[config.mk]
export PLATFORM = sky130hd
export DESIGN_NAME = insn_fetch_unit
export DESIGN_NICKNAME = d
export VERILOG_FILES = /design/src/rtl/insn_fetch_unit_pkg.sv /design/src/rtl/insn_fetch_unit_fifo.sv /design/src/rtl/insn_fetch_unit.sv
export SDC_FILE = /design/constraint.sdc
export NUM_CORES = 1
export LEC_CHECK = 0
export BUFFER_PORTS_ARGS = -buffer_cell sky130_fd_sc_hd__clkbuf_2
export CORE_MARGIN = 5
export CORE_UTILIZATION = 55
export CTS_CLUSTER_DIAMETER = 120
export CTS_CLUSTER_SIZE = 30
export DETAILED_ROUTE_END_ITERATION = 16
export GPL_TIMING_DRIVEN = 0
export PLACE_DENSITY = 0.82
export SLEW_MARGIN = 20
export SYNTH_ARGS = -nofsm -noshare
export SYNTH_HDL_FRONTEND = slang
export SYNTH_SLANG_ARGS = --single-unit
[constraint.sdc]
create_clock -name clk -period 3.9 [get_ports clk]
set_input_delay 0.39 -clock clk [delete_from_list [all_inputs] [get_ports clk]]
set_output_delay 0.39 -clock clk [all_outputs]
set_load 0.02 [all_outputs]
[src/rtl/insn_fetch_unit_pkg.sv]
// Shared constants and types for the instruction fetch front end.
// Widths alias the core's instruction address and instruction datapaths.
package insn_fetch_unit_pkg;

  localparam int InsnAddrPath = 10;
  localparam int InsnPath     = 32;

  localparam int IFU_ADDR_WIDTH = InsnAddrPath;
  localparam int IFU_INSN_WIDTH = InsnPath;

  localparam logic [InsnPath-1:0] NOP = '0;

  typedef enum logic {
    FETCH_RUN,
    FETCH_DRAIN
  } fetch_state_t;

endpackage

[src/rtl/insn_fetch_unit_fifo.sv]
// Synchronous FIFO with clear and occupancy count; DEPTH must be a power of two.
// Pushes into a full FIFO are dropped unless a pop frees a slot in the same cycle.
module fetch_fifo #(
  parameter int WIDTH = 32,
  parameter int DEPTH = 4
) (
  input  logic                         clk,
  input  logic                         rst,
  input  logic                         push,
  input  logic [WIDTH-1:0]             push_data,
  input  logic                         pop,
  input  logic                         clear,
  output logic [WIDTH-1:0]             head,
  output logic                         empty,
  output logic [$clog2(DEPTH+1)-1:0]   occupancy
);

  localparam int PW = $clog2(DEPTH);
  localparam int CW = $clog2(DEPTH + 1);

  logic [WIDTH-1:0] mem [DEPTH];
  logic [PW-1:0]    rd_ptr;
  logic [PW-1:0]    wr_ptr;
  logic             do_push;
  logic             do_pop;

  assign empty   = (occupancy == '0);
  assign do_pop  = pop && !empty;
  assign do_push = push && ((occupancy != CW'(DEPTH)) || do_pop);
  assign head    = mem[rd_ptr];

  always_ff @(posedge clk) begin
    if (do_push) mem[wr_ptr] <= push_data;
  end

  // Pointers wrap naturally because DEPTH is a power of two.
  always_ff @(posedge clk) begin
    if (!rst || clear) begin
      rd_ptr    <= '0;
      wr_ptr    <= '0;
      occupancy <= '0;
    end else begin
      if (do_push) wr_ptr <= wr_ptr + PW'(1);
      if (do_pop)  rd_ptr <= rd_ptr + PW'(1);
      occupancy <= occupancy + CW'(do_push) - CW'(do_pop);
    end
  end

endmodule

[src/rtl/insn_fetch_unit.sv]
// Instruction fetch front end: owns the fetch PC, issues in-order requests to a
// variable-latency IMem and buffers returned instructions for the decode stage.
module insn_fetch_unit
  import insn_fetch_unit_pkg::*;
#(
  parameter int                    ADDR_WIDTH = insn_fetch_unit_pkg::IFU_ADDR_WIDTH,
  parameter int                    INSN_WIDTH = insn_fetch_unit_pkg::IFU_INSN_WIDTH,
  parameter int                    DEPTH      = 4,
  parameter logic [ADDR_WIDTH-1:0] RESET_ADDR = '0
) (
  input  logic                  clk,
  input  logic                  rst,
  output logic                  reqValid,
  output logic [ADDR_WIDTH-1:0] reqAddr,
  input  logic                  reqReady,
  input  logic                  rspValid,
  input  logic [INSN_WIDTH-1:0] rspInsn,
  output logic                  insnValid,
  output logic [INSN_WIDTH-1:0] insn,
  output logic [ADDR_WIDTH-1:0] insnAddr,
  input  logic                  stall,
  input  logic                  flush,
  input  logic [ADDR_WIDTH-1:0] redirectAddr
);

  localparam int CW  = $clog2(DEPTH + 1);
  localparam int CW1 = CW + 1;
  localparam int QW  = ADDR_WIDTH + INSN_WIDTH;

  fetch_state_t          state;
  fetch_state_t          state_next;
  logic [ADDR_WIDTH-1:0] pc;
  logic [CW-1:0]         outstanding;
  logic [CW-1:0]         drop_cnt;
  logic [CW-1:0]         occupancy;
  logic [CW-1:0]         flush_drop;
  logic [QW-1:0]         q_head;
  logic [ADDR_WIDTH-1:0] rsp_addr;
  logic                  q_empty;
  logic                  credit_ok;
  logic                  issue;
  logic                  rsp_fire;
  logic                  push;
  logic                  pop;

  // Registered occupancy makes credit freed by a pop visible only next cycle.
  assign credit_ok  = ({1'b0, occupancy} + {1'b0, outstanding}) < CW1'(DEPTH);
  assign rsp_fire   = rspValid && (outstanding != '0);
  assign flush_drop = outstanding - CW'(rsp_fire);
  assign reqValid   = rst && (state == FETCH_RUN) && !flush && credit_ok;
  assign reqAddr    = pc;
  assign issue      = reqValid && reqReady;

  // In RUN every outstanding request belongs to the current stream, so the
  // oldest one was issued exactly `outstanding` addresses before pc.
  assign rsp_addr = pc - ADDR_WIDTH'(outstanding);
  assign push     = rsp_fire && (state == FETCH_RUN) && !flush;
  assign pop      = !q_empty && !stall && !flush;

  fetch_fifo #(
    .WIDTH(QW),
    .DEPTH(DEPTH)
  ) u_queue (
    .clk       (clk),
    .rst       (rst),
    .push      (push),
    .push_data ({rsp_addr, rspInsn}),
    .pop       (pop),
    .clear     (flush),
    .head      (q_head),
    .empty     (q_empty),
    .occupancy (occupancy)
  );

  assign insnValid = !q_empty;
  assign insn      = insnValid ? q_head[INSN_WIDTH-1:0] : INSN_WIDTH'(NOP);
  assign insnAddr  = insnValid ? q_head[QW-1:INSN_WIDTH] : '0;

  always_ff @(posedge clk) begin
    if (!rst) state <= FETCH_RUN;
    else      state <= state_next;
  end

  always_comb begin
    state_next = state;
    if (flush) begin
      state_next = (flush_drop != '0) ? FETCH_DRAIN : FETCH_RUN;
    end else if (state == FETCH_DRAIN) begin
      if ((drop_cnt == '0) || (rsp_fire && (drop_cnt == CW'(1)))) state_next = FETCH_RUN;
    end
  end

  always_ff @(posedge clk) begin
    if (!rst) begin
      pc          <= RESET_ADDR;
      outstanding <= '0;
      drop_cnt    <= '0;
    end else if (flush) begin
      pc          <= redirectAddr;
      outstanding <= flush_drop;
      drop_cnt    <= flush_drop;
    end else begin
      if (issue) pc <= pc + ADDR_WIDTH'(1);
      outstanding <= outstanding + CW'(issue) - CW'(rsp_fire);
      if ((state == FETCH_DRAIN) && rsp_fire && (drop_cnt != '0)) drop_cnt <= drop_cnt - CW'(1);
    end
  end

  assert property (@(posedge clk) disable iff (!rst) !(rspValid && (outstanding == '0)));

endmodule

==> flow_metrics.tcl <==
set metrics [dict create \
    status "finished, final reports clean" \
    yosysSeqAreaShare_pct 68.6 \
    fin_cells 800 \
    ff2ff_path_depth 14 \
    crit_slowest_cell "dfxtp_1" \
    remaining_drc_errors 0 \
    syn_area_mm2 0.00812 \
    routed.top_layer "met4" \
    die_h_um 131 \
    postCtsSetupRepairBufs 0 \
    peakVddDrop_v 0.000307 \
    maxSlewHeadroom_pct 51.2 \
    path_max_fanout 10 \
    ys_top_cells_by_area "edfxtp_1 (62%), mux4_2 (12%), dfxtp_1 (6.4%)" \
    ys_warn_count 0 \
    async_flop_share_pct 0 \
    drv_slew 0 \
    cp_top_family "adder cells" \
    grt_overflow 0 \
    period_minus_slack_ns 3.13 \
    gp_congestion 0.850 \
    max_slew.worst_pin.slew_ns 0.722 \
    drive_gt1_share_pct 30.0 \
    antenna_found_initial 0 \
    yosysUniqueCellTypes 47 \
    start_util_pct 56.1 \
    tritoncts "done" \
    crit_top_cell "ha_1" \
    h-tree-depth 4 \
    worstPathCellList "ha_1, nor4_4, and4_1, buf_6, inv_2, clkbuf_8, ha_1, inv_1, ha_1, fa_1, xor2_1, o21ai_0, xnor2_1, nor2_1" \
    clk_pin_slew_ns 0.07 \
    hold_path.class "in2reg" \
    clock_latency_ns 0.43 \
    ctsHoldBuffers 0 \
    rsz0062_at_grt "no" \
    finalWirelength_um 15300 \
    p_total_mw 4.95 \
    clock-sinks 194 \
    dp_hpwl_um 10000 \
    cts_root_buf "clkbuf_16" \
    ys_seq_elements 194 \
    worst-setup-path-type "reg2reg" \
    hold_ws_ns 0.179 \
    p_leak_nw 3.29 \
    dp.cells 770 \
    vias_per_cell 5.73 \
    synthFlopType "edfxtp_1" \
    synth_top_area_share_pct 62.2 \
    ant_nets 0 \
    utilization_pct 65.1 \
    endpoint_kind "flop" \
    dr.pass1.iters 4 \
    final_nets 675 \
    hold_viol 0 \
    wl_met3_um 966 \
    crit_arrival_ns 3.44 \
    place_ws_ns 0.787 \
    setup_violations 0 \
    start_kind "flop" \
    setup_tns_ns 0 \
    cts_resized 0 \
    met1Wirelength_um 6380 \
    wl_met2_um 7750 \
    synthToLayoutAreaGrowth_pct 16.2 \
    syn_avg_cell_area_um2 16.7 \
    io_buffers 100 \
    grt_pass1_wl_um 25400 \
    synth_fp_nets 556 \
    placed_cell_area_mm2 0.00886 \
    wl_per_cell_um 19.2 \
    synthCells 486 \
    ctsLongestPathBuffers 2 \
    holdPathStages 1 \
    cts_buffers 17 \
    cp_num_cells 14 \
    core_area_mm2 0.0145 \
    power_density_mw_per_mm2 525 \
    cap_violations 0 \
    vias 4582 \
    antenna-diode-count 0 \
    io_pins 102 \
    rows 44 \
    cpPeakStageDelay_ns 0.46 \
    crit_required_ns 4.21 \
    die_area_mm2 0.0173 \
    reg2reg_setup_slack_ns 0.77 \
    finalWorstSetupSlack_ns 0.771 \
    clock.fmax_mhz 320 \
    die_w_um 131 \
    post-route-period-util_pct 80.2 \
    synth_top_area_cell "edfxtp_1" \
    crit_buf_inv 4 \
    fin_skew_ns 0.0174 \
    stdcell_area_mm2 0.00943 \
    drt-initial-drc-count 348 \
    grt_pass1_vias 4937 \
    grt_max_degree 43 \
    synth_edf_count 168 \
    grt_usage_pct 18.5 \
]
-- cell usage in the layout (no fill, tap or decap), types with 3 or more instances in the layout --
| cell type | instances |
|---|---|
| edfxtp_1 | 168 |
| clkbuf_2 | 100 |
| nor2b_1 | 43 |
| mux4_2 | 42 |
| nand2_1 | 27 |
| dfxtp_1 | 26 |
| inv_1 | 22 |
| clkbuf_1 | 20 |
| ha_1 | 19 |
| nor2_1 | 17 |
| clkbuf_16 | 17 |
| xnor2_1 | 13 |
| a21oi_1 | 11 |
| o21ai_0 | 7 |
| buf_2 | 6 |
| o31a_1 | 5 |
| nand3_1 | 5 |
| o22ai_1 | 5 |
| and2_4 | 4 |
| xor2_1 | 3 |
| clkinv_1 | 3 |
| a31oi_1 | 3 |
| mux2i_1 | 3 |
| o2bb2ai_1 | 3 |
| fa_1 | 3 |
| bufinv_16 | 3 |
-- worst paths after layout --
check	start	end
worst min-delay path	rspInsn[30]	u_queue.mem[0][30]
worst min register to register	reqAddr[9]	reqAddr[9]
worst max-delay path	outstanding[2]	outstanding[2]
worst max register to register	outstanding[2]	outstanding[2]
-- worst register-to-register path: stages (launching register included) --
cell,delay [ns]
dfxtp_1,0.46
ha_1,0.30
nor4_4,0.20
and4_1,0.25
buf_6,0.15
inv_2,0.05
clkbuf_8,0.15
ha_1,0.28
inv_1,0.04
ha_1,0.18
fa_1,0.37
xor2_1,0.17
o21ai_0,0.20
xnor2_1,0.15
nor2_1,0.06
-- metal layers --
layer	track usage (%)	vias to the layer above
li1	-	2087
met1	23.8	2310
met2	30.4	164
met3	5.24	21
met4	6.74	0
met5	0	-
-- cell usage after synthesis (2+ instances only) --
master     instances
a211oi_1           2
a21oi_1           11
a22oi_1            2
a31oi_1            3
and2_1             5
and3_2             2
and4_1             2
buf_2              6
clkbuf_1          18
dfxtp_1           26
edfxtp_1         168
fa_1               3
ha_1              19
inv_1             22
mux2i_1            3
mux4_2            42
nand2_1           27
nand2b_1           2
nand3_1            5
nand4b_1           2
nor2_1            17
nor2b_1           43
nor3_1             2
o21ai_0            7
o22ai_1            5
o2bb2ai_1          3
o31a_1             5
xnor2_1           13
xor2_1             3
-- registers in the layout, summed over array words and instances (netlist names), named ones only --
name and count:
drop_cnt 3, outstanding 3, reqAddr 10, state 1
u_queue.mem 168, u_queue.occupancy 3, u_queue.rd_ptr 2, u_queue.wr_ptr 2
-- power breakdown --
part / internal, mW / switching, mW
Sequential: 2.44 / 0.0582
Combinational: 0.313 / 0.449
Clock: 0.996 / 0.698
Total: 3.75 / 1.21
-- logic make-up (layout without fill, tap and decap cells) --
family,Yosys count,after routing,synth area share [%]
adder cells (fa/ha/maj),22,22,3.67
AND/OR/NAND/NOR,116,116,7.89
flip-flops,194,194,68.6
XOR/XNOR,16,16,1.73
buffers and inverters,50,180,2.62
AO/OA/AOI/OAI,43,43,3.50
multiplexers,45,45,12.0
-- area by class of cell --
class,count,area (um2)
Buffer,26,123
Clock buffer,19,433
Clock inverter,11,140
Fill cell,998,5050
Inverter,24,90.1
Multi-Input combinational cell,242,2350
Sequential cell,194,5570
Tap cell,184,230
Timing Repair Buffer,100,500
(Power assumes the default switching activity.)
